[config.mk]
export PLATFORM = sky130hd
export DESIGN_NAME = dmem_arbiter
export DESIGN_NICKNAME = d
export VERILOG_FILES = /design/src/rtl/dmem_arb_pkg.sv /design/src/rtl/arb_wait_counter.sv /design/src/rtl/dmem_arbiter.sv
export SDC_FILE = /design/constraint.sdc
export NUM_CORES = 1
export LEC_CHECK = 0
export CORE_AREA = 2 2 117 119
export DETAILED_ROUTE_END_ITERATION = 10
export DIE_AREA = 0 0 119 121
export MAX_ROUTING_LAYER = met4
export PLACE_DENSITY = 0.69
export SLEW_MARGIN = 15
export SYNTH_ARGS = -nofsm -noshare
export SYNTH_HDL_FRONTEND = slang
export SYNTH_HIERARCHICAL = 1
export SYNTH_SLANG_ARGS = --single-unit
[constraint.sdc]
create_clock -name clk -period 3.1 [get_ports clk]
set_clock_uncertainty 0.1 [all_clocks]
set_input_delay 0.93 -clock clk [delete_from_list [all_inputs] [get_ports clk]]
set_output_delay 0.93 -clock clk [all_outputs]
set_load 0.005 [all_outputs]
[src/rtl/dmem_arb_pkg.sv]
// dmem_arb_pkg: shared grant encoding and wait-counter constants for the data-memory arbiter
package dmem_arb_pkg;
  typedef enum logic [1:0] {GNT_NONE, GNT_CPU, GNT_DMA} grant_t;
  localparam int WAIT_W = 4;
  localparam int MAX_WAIT_DEF = 4;
endpackage

[src/rtl/arb_wait_counter.sv]
// arb_wait_counter: saturating count of consecutive denied DMA cycles
module arb_wait_counter
  import dmem_arb_pkg::*;
#(
  parameter int MAX = MAX_WAIT_DEF
) (
  input  logic clk,
  input  logic reset,
  input  logic inc,
  input  logic clr,
  output logic at_max
);
  logic [WAIT_W-1:0] cnt;
  assign at_max = cnt == WAIT_W'(MAX);
  always_ff @(posedge clk) begin
    if (!reset || clr) cnt <= '0;
    else if (inc && !at_max) cnt <= cnt + WAIT_W'(1);
  end
endmodule

[src/rtl/dmem_arbiter.sv]
// dmem_arbiter: shares the data-memory port between the CPU MEM stage and a DMA requester
module dmem_arbiter
  import dmem_arb_pkg::*;
#(
  parameter int AW = 32,
  parameter int DW = 32,
  parameter int MAX_WAIT = MAX_WAIT_DEF
) (
  input  logic          clk,
  input  logic          reset,
  input  logic          cpu_req,
  input  logic          cpu_we,
  input  logic [AW-1:0] cpu_addr,
  input  logic [DW-1:0] cpu_wdata,
  output logic [DW-1:0] cpu_rdata,
  output logic          cpu_stall,
  input  logic          dma_req,
  input  logic          dma_we,
  input  logic [AW-1:0] dma_addr,
  input  logic [DW-1:0] dma_wdata,
  output logic          dma_gnt,
  output logic          dma_rvalid,
  output logic [DW-1:0] dma_rdata,
  output logic          mem_we,
  output logic [AW-1:0] mem_addr,
  output logic [DW-1:0] mem_wdata,
  input  logic [DW-1:0] mem_rdata
);
  grant_t gnt;
  logic at_max;
  always_comb begin
    gnt = !reset ? GNT_NONE :
          (dma_req && (!cpu_req || at_max)) ? GNT_DMA :
          cpu_req ? GNT_CPU : GNT_NONE;
  end
  assign dma_gnt   = gnt == GNT_DMA;
  assign cpu_stall = cpu_req && dma_gnt;
  assign mem_we    = dma_gnt ? dma_we : (gnt == GNT_CPU) && cpu_we;
  assign mem_addr  = dma_gnt ? dma_addr : cpu_addr;
  assign mem_wdata = dma_gnt ? dma_wdata : cpu_wdata;
  assign cpu_rdata = mem_rdata;
  arb_wait_counter #(.MAX(MAX_WAIT)) u_wait (
    .clk    (clk),
    .reset  (reset),
    .inc    (dma_req && !dma_gnt),
    .clr    (dma_gnt || !dma_req),
    .at_max (at_max)
  );
  always_ff @(posedge clk) begin
    if (!reset) begin
      dma_rvalid <= 1'b0;
      dma_rdata  <= '0;
    end else begin
      dma_rvalid <= dma_gnt && !dma_we;
      if (dma_gnt && !dma_we) dma_rdata <= mem_rdata;
    end
  end
endmodule

==> metrics.txt, run 1 <==
hpwl dp=10800 um; worst r2r src=u_wait/cnt[0]$_SDFFE_PP0P_; Placed Cells=~660; status=complete, but fails checks; dominant cells by area after synthesis=dfxtp_1, mux2_2, a22o_1, buf_4, mux2_4; die area=14400 um2; CP Class=reg -> out; Clock Path Buffers=2; via count=2958; Finished Core Util=between 40% and 50%; Worst-path clk slew=roughly 0.060 ns; Final Worst Setup Slack=-0.113 ns; cts bufs inserted=5; leakage power figure=between 2 and 3 nW; Hold Fails Final Rpt=0; Peak Freq=a little over 300 MHz; RSZ-0062 raised after global routing=true; Yosys top cell area share=a little under a third; CTS Sinks=37; placer congestion estimate=between 0.8 and 0.9; DIE WIDTH=roughly 120 um; syn avg cell area=between 10 and 15 um2; Iteration-0 DRC Markers=75; worst hold path endpoint=dma_rdata[12]$_SDFFE_PN0P_; Pre-antenna DRT Iters=4; CORE AREA=between 10000 and 15000 um2; Worst R2R End=u_wait/cnt[0]$_SDFFE_PP0P_; EDFF count, synth=0; required time worst endpoint=between 2 and 2.5 ns; max-cap violations=0; hold depth=1; Min-Delay Startpoint=dma_rdata[12]$_SDFFE_PN0P_; GRT overflow=0; largest net degree at the start of global routing=33; Overall Global Routing Usage=a little under a fifth; IO buf count=slightly below 300; Slew HR=70.6%; antenna violation net count after detailed routing=0; area of the mapped netlist=around 2400 um2; synthesized instance count=between 200 and 250; Hold Path Class=reg -> reg; via-per-instance ratio=around 4.2; synth-to-layout area growth=161%; crit share post-route=104%; Initial Util=between 10% and 20%; Row Count=42; DR WL/cell=slightly below 20 um; Post-CTS Hold Buffers=0; Ys Warns=6; Synth async-reset ratio=0%; Fill cells=~1200; fin cells=around 710; sequential element share of the synthesized area=a little under a third; failing checks=setup timing; count of state elements after synthesis=37; final WL=about 14000 um; CTS tree=built; pre-CTS setup slack=-0.809 ns; H-tree levels=2; WP data arrival=between 2 and 2.5 ns; synth unique cells=27; Yosys top cell by area=dfxtp_1; latest clock arrival within the worst-skew pair=~0.27 ns; Syn Nets=between 300 and 400; initial antenna violation count=0; Critical Path End Type=output pin; nature of the critical path startpoint=flip-flop; minimum clock period=about 3.2 ns; maximum VDD drop=roughly 0.4 mV; Max FO, Critical Path=5; Ports=around 300; Post-route DRC=0; layout cell share with drive strength beyond 1=approximately two fifths; vias in the first global route=about 3200; root buf cell=clkbuf_16; hold slack=around 0.38 ns; pwr dens=roughly 280 nW/um2; reg2reg path depth=21; ANT cells=0; Final Max Slew Viols=0; pin slew with the least headroom to its limit=0.439 ns; Die Ht=approximately 120 um; Main synth FF type=dfxtp_1; Final Net Count=approximately 700; Finish-stage setup viols=43; first-pass GRT wire length=between 15000 and 20000 um; setup slack, reg-to-reg=0.19 ns
==> where the power goes <==
| group | leakage [nW] | internal, mW | switching [mW] | total [mW] |
|---|---|---|---|---|
| clock | 0.0841 | 0.402 | 0.191 | 0.593 |
| sequential | 0.301 | 0.491 | 0.00824 | 0.499 |
| combinational | 2.23 | 0.460 | 0.195 | 0.656 |
| total | 2.62 | 1.35 | 0.395 | 1.75 |
==> worst max-delay path, cell delays in order (launching register included) <==
cell and delay, ns:
dfxtp_2 0.34, inv_2 0.06, ha_4 0.16, nand3b_1 0.10
inv_2 0.05, nand2b_4 0.13, and3_4 0.16, buf_6 0.11
buf_6 0.12, buf_16 0.13, buf_8 0.13, mux2_4 0.30
buf_6 0.12
==> cells in the mapped netlist (2+ instances only) <==
cell and number:
dfxtp_1 37, buf_2 10, a22o_1 32, a31oi_1 2, buf_6 4, mux2_4 16, o21ai_0 3, ha_1 2
nand2_1 2, mux2_2 48, inv_1 6, buf_4 32, a21boi_0 2, nand3_1 4, nor2b_1 2
==> state kept, by name (all words and copies together) (netlist names) <==
register / count
dma_rdata: 32
dma_rvalid: 1
u_wait/cnt: 4
==> worst max path at each step <==
stage	from	slack, ns	endpoint	depth (start not counted)
final	u_wait/cnt[0]$_SDFFE_PP0P_	-0.11	mem_addr[9]	12
after global routing	u_wait/cnt[0]$_SDFFE_PP0P_	-0.19	mem_addr[9]	12
after CTS	cpu_req	-0.11	mem_addr[31]	7
after detailed placement	cpu_req	-0.81	mem_addr[25]	6
after global placement	cpu_req	-0.79	mem_addr[25]	6
after floorplan	cpu_req	0.22	mem_wdata[11]	6
==> logic make-up after synthesis <==
family | share of synthesized area [%]
and+or+nand+nor | 4.83
muxes | 33.1
DFF | 31.4
AOI/OAI and AO/OA | 14.2
adders and majority gates | 1.06
buffers and inverters | 15.3
==> per-layer routing <==
| layer | track usage, % | share of wire (%) | vias to the layer above |
|---|---|---|---|
| met3 | 8.22 | 10 | 12 |
| met2 | 32.5 | 50 | 170 |
| li1 | - | - | 1393 |
| met5 | - | 0 | - |
| met4 | 4.17 | 1.2 | 0 |
| met1 | 20.3 | 39 | 1383 |
==> per-stage QoR <==
stage          area [um2]  TNS, ns  power (mW)
6_report             6160    -2.39        1.75
5_1_grt              6160    -6.22        1.82
4_1_cts              5920    -1.35        1.72
3_5_place_dp         5390   -47.56        1.11
3_3_place_gp         5390   -46.87        1.10
2_1_floorplan        2360        0       0.675
==> cell type report <==
cell class / count / area, um2 / area share (%)
clock buffers: 7 / 143 / 2.32
clock inverters: 1 / 30.0 / 0.488
inverters: 6 / 22.5 / 0.366
multi-input cells: 124 / 1430 / 23.2
flip-flops and latches: 37 / 743 / 12.1
well taps: 176 / 220 / 3.58
repair buffers: 361 / 3570 / 58.0
==> repair_timing <==
action / in CTS / in global routing
cloned: 4 / 1
pin swaps: 4 / 4
setup buffers: 36 / 9
setup endpoints to repair: 67 / 69
gates resized for setup: 316 / 56
==> cells in the final DEF (no fill, tap or decap), types with 2 or more instances in the layout <==
cell             count
clkdlybuf4s50_1    227
mux2_4              51
buf_6               45
buf_4               40
dfxtp_1             35
a22o_1              32
buf_2               24
mux2_2              13
clkbuf_2             8
clkbuf_16            6
buf_12               6
inv_1                3
buf_16               3
buf_8                3
inv_2                3
o21ai_0              3
nand2_1              2
nand3_1              2
nor2b_1              2
dlygate4sd2_1        2
nand3_2              2
a21boi_1             2
dfxtp_2              2
(Power assumes the default switching activity.)
==> run 2, diff against run 1 <==
Clock period 3.1 ns to 3.27 ns, I/O delays scaled along.
==> metrics.txt, run 2 (synthesis results as in run 1) <==
Die Ht=between 100 and 150 um; via count=roughly 2800; Peak Freq=slightly above 300 MHz; required time worst endpoint=2.19 ns; cts bufs inserted=5; placer congestion estimate=just under 0.9; Min-Delay Startpoint=dma_rdata[27]$_SDFFE_PN0P_; Finished Core Util=between 40 and 50%; latest clock arrival within the worst-skew pair=0.27 ns; DR WL/cell=19.7 um; Clock Path Buffers=2; Sw Ratio=roughly a quarter; Iteration-0 DRC Markers=between 70 and 80; Critical Path End Type=output pin; pre-CTS setup slack=-0.751 ns; setup slack, reg-to-reg=0.76 ns; Worst R2R End=u_wait/cnt[3]$_SDFFE_PP0P_; vias in the first global route=between 3000 and 4000; pwr dens=roughly 270 nW/um2; hold depth=1; minimum clock period=between 3 and 4 ns; CTS Sinks=37; CORE AREA=roughly 13000 um2; WP data arrival=2.16 ns; IO buf count=297; Initial Util=a little under a fifth; Max FO, Critical Path=5; combinational share of power=37.0%; CP Class=in -> out; first-pass GRT wire length=around 19000 um; reg2reg path depth=13; GRT overflow=0; Largest register FFs=32; Final Worst Setup Slack=about 0.030 ns; hpwl dp=~11000 um; layout cell share with drive strength beyond 1=between 30 and 40%; Hold Fails Final Rpt=0; maximum VDD drop=approximately 0.25 mV; antenna violation net count after detailed routing=0; Worst-path clk slew=approximately 0.050 ns; Final Net Count=roughly 670; status=completed; leakage power figure=2.30 nW; synth-to-layout area growth=137%; Largest regs=dma_rdata: 32 flops, u_wait/cnt: 4 flops, dma_rvalid: 1 flops; Finish-stage setup viols=0; setup TNS=0 ns; via-per-instance ratio=slightly above 4; commonest non-fill, non-tap cell in the layout=clkdlybuf4s50_1; Row Count=between 40 and 50; die area=~14000 um2; max-cap violations=0; worst hold path endpoint=dma_rdata[27]$_SDFFE_PN0P_; pin slew with the least headroom to its limit=~0.37 ns; Final Power=roughly 1.5 mW; root buf cell=clkbuf_16; H-tree levels=2; nature of the critical path startpoint=primary input; Slew HR=75.3%; worst r2r src=u_wait/cnt[0]$_SDFFE_PP0P_; Sw Pwr=~0.36 mW; DIE WIDTH=119 um; final WL=roughly 13000 um; Post-route DRC=0; clock share of power=31.6%; Pre-antenna DRT Iters=4; RSZ-0062 raised after global routing=true; Hold Path Class=reg -> reg; crit share post-route=99.1%; Overall Global Routing Usage=approximately 18%; Power Internal=1.15 mW; commonest non-fill, non-tap cells in the layout=clkdlybuf4s50_1, mux2_2, buf_2; CTS tree=built; Largest Register=dma_rdata; Final Max Slew Viols=0; Reg power frac=31.4%; Ports=between 200 and 300; largest net degree at the start of global routing=33; initial antenna violation count=2
run 2: cell types whose count changed in the layout (fill, tap and decap cells not counted), sizes merged:
cell           delta
diode             +2
dlygate4sd2       +1
clkinvlp          +1
clkdlybuf4s15     +7
bufinv            -1
clkbuf            +2
buf              -39
bufbuf            -1
run 2: repair_timing:
item | 4_1_cts | 5_1_grt
setup endpoints to repair | 67 | 65
hold buffers | 0 | 0
pin swaps | 1 | 0
buffers inserted | 16 | 4
cloned | 3 | 0
resized for setup | 270 | 20
run 2: routing by layer:
| metal | part of all wire (%) | wire (um) | vias to the layer above | GRT usage (%) |
|---|---|---|---|---|
| met5 | 0 | 0 | - | - |
| met4 | 1.7 | 229 | 0 | 4.46 |
| met3 | 11 | 1450 | 14 | 8.13 |
| met2 | 47 | 6410 | 168 | 30.0 |
| met1 | 40 | 5400 | 1304 | 20.2 |
| li1 | - | - | 1338 | - |
run 2: worst max-delay path by stage:
stage | start | to | depth (start not counted)
3_5_place_dp | cpu_req | mem_addr[25] | 6
3_3_place_gp | cpu_req | mem_addr[25] | 6
5_1_grt | u_wait/cnt[0]$_SDFFE_PP0P_ | mem_wdata[31] | 11
4_1_cts | cpu_req | mem_addr[31] | 8
2_1_floorplan | cpu_req | mem_wdata[11] | 6
6_report | cpu_req | mem_wdata[28] | 8
run 2: area by class of cell:
class                      instances  area, um2
sequential                        37        743
timing repair buffer             332       3140
inverter                           6       22.5
multi-input combinational        124       1310
tap                              176        220
clock buffer                       6        139
antenna                            2       5.00
fill                            1235       7500
clock inverter                     1       7.51
run 2: per-stage QoR:
step,cells,hold slack (ns),cell area [um2]
global placement,656,0.346,5380
finish,684,0.377,5590
detailed placement,656,0.363,5380
global route,684,0.392,5590
CTS,682,0.377,5680
floorplan,214,0.338,2360
run 2: worst max-delay path: stages:
cell,delay [ns]
buf_6,0.10
nand2b_4,0.06
and3_4,0.23
buf_12,0.12
buf_8,0.11
buf_12,0.11
mux2_2,0.32
buf_2,0.13
run 2: power by group through the flow:
stage	clock [mW]	sequential (mW)	combinational, mW
after floorplan	0	0.484	0.157
after global routing	0.510	0.475	0.588
after detailed placement	0	0.483	0.567
final	0.476	0.473	0.557
after CTS	0.494	0.473	0.572
after global placement	0	0.482	0.564
==> run 3, diff against run 2 <==
Settings changed: SLEW_MARGIN 15 to 0.
==> results of run 3 <==
No change in the layout: final DEF, timing and power equal those of run 2.
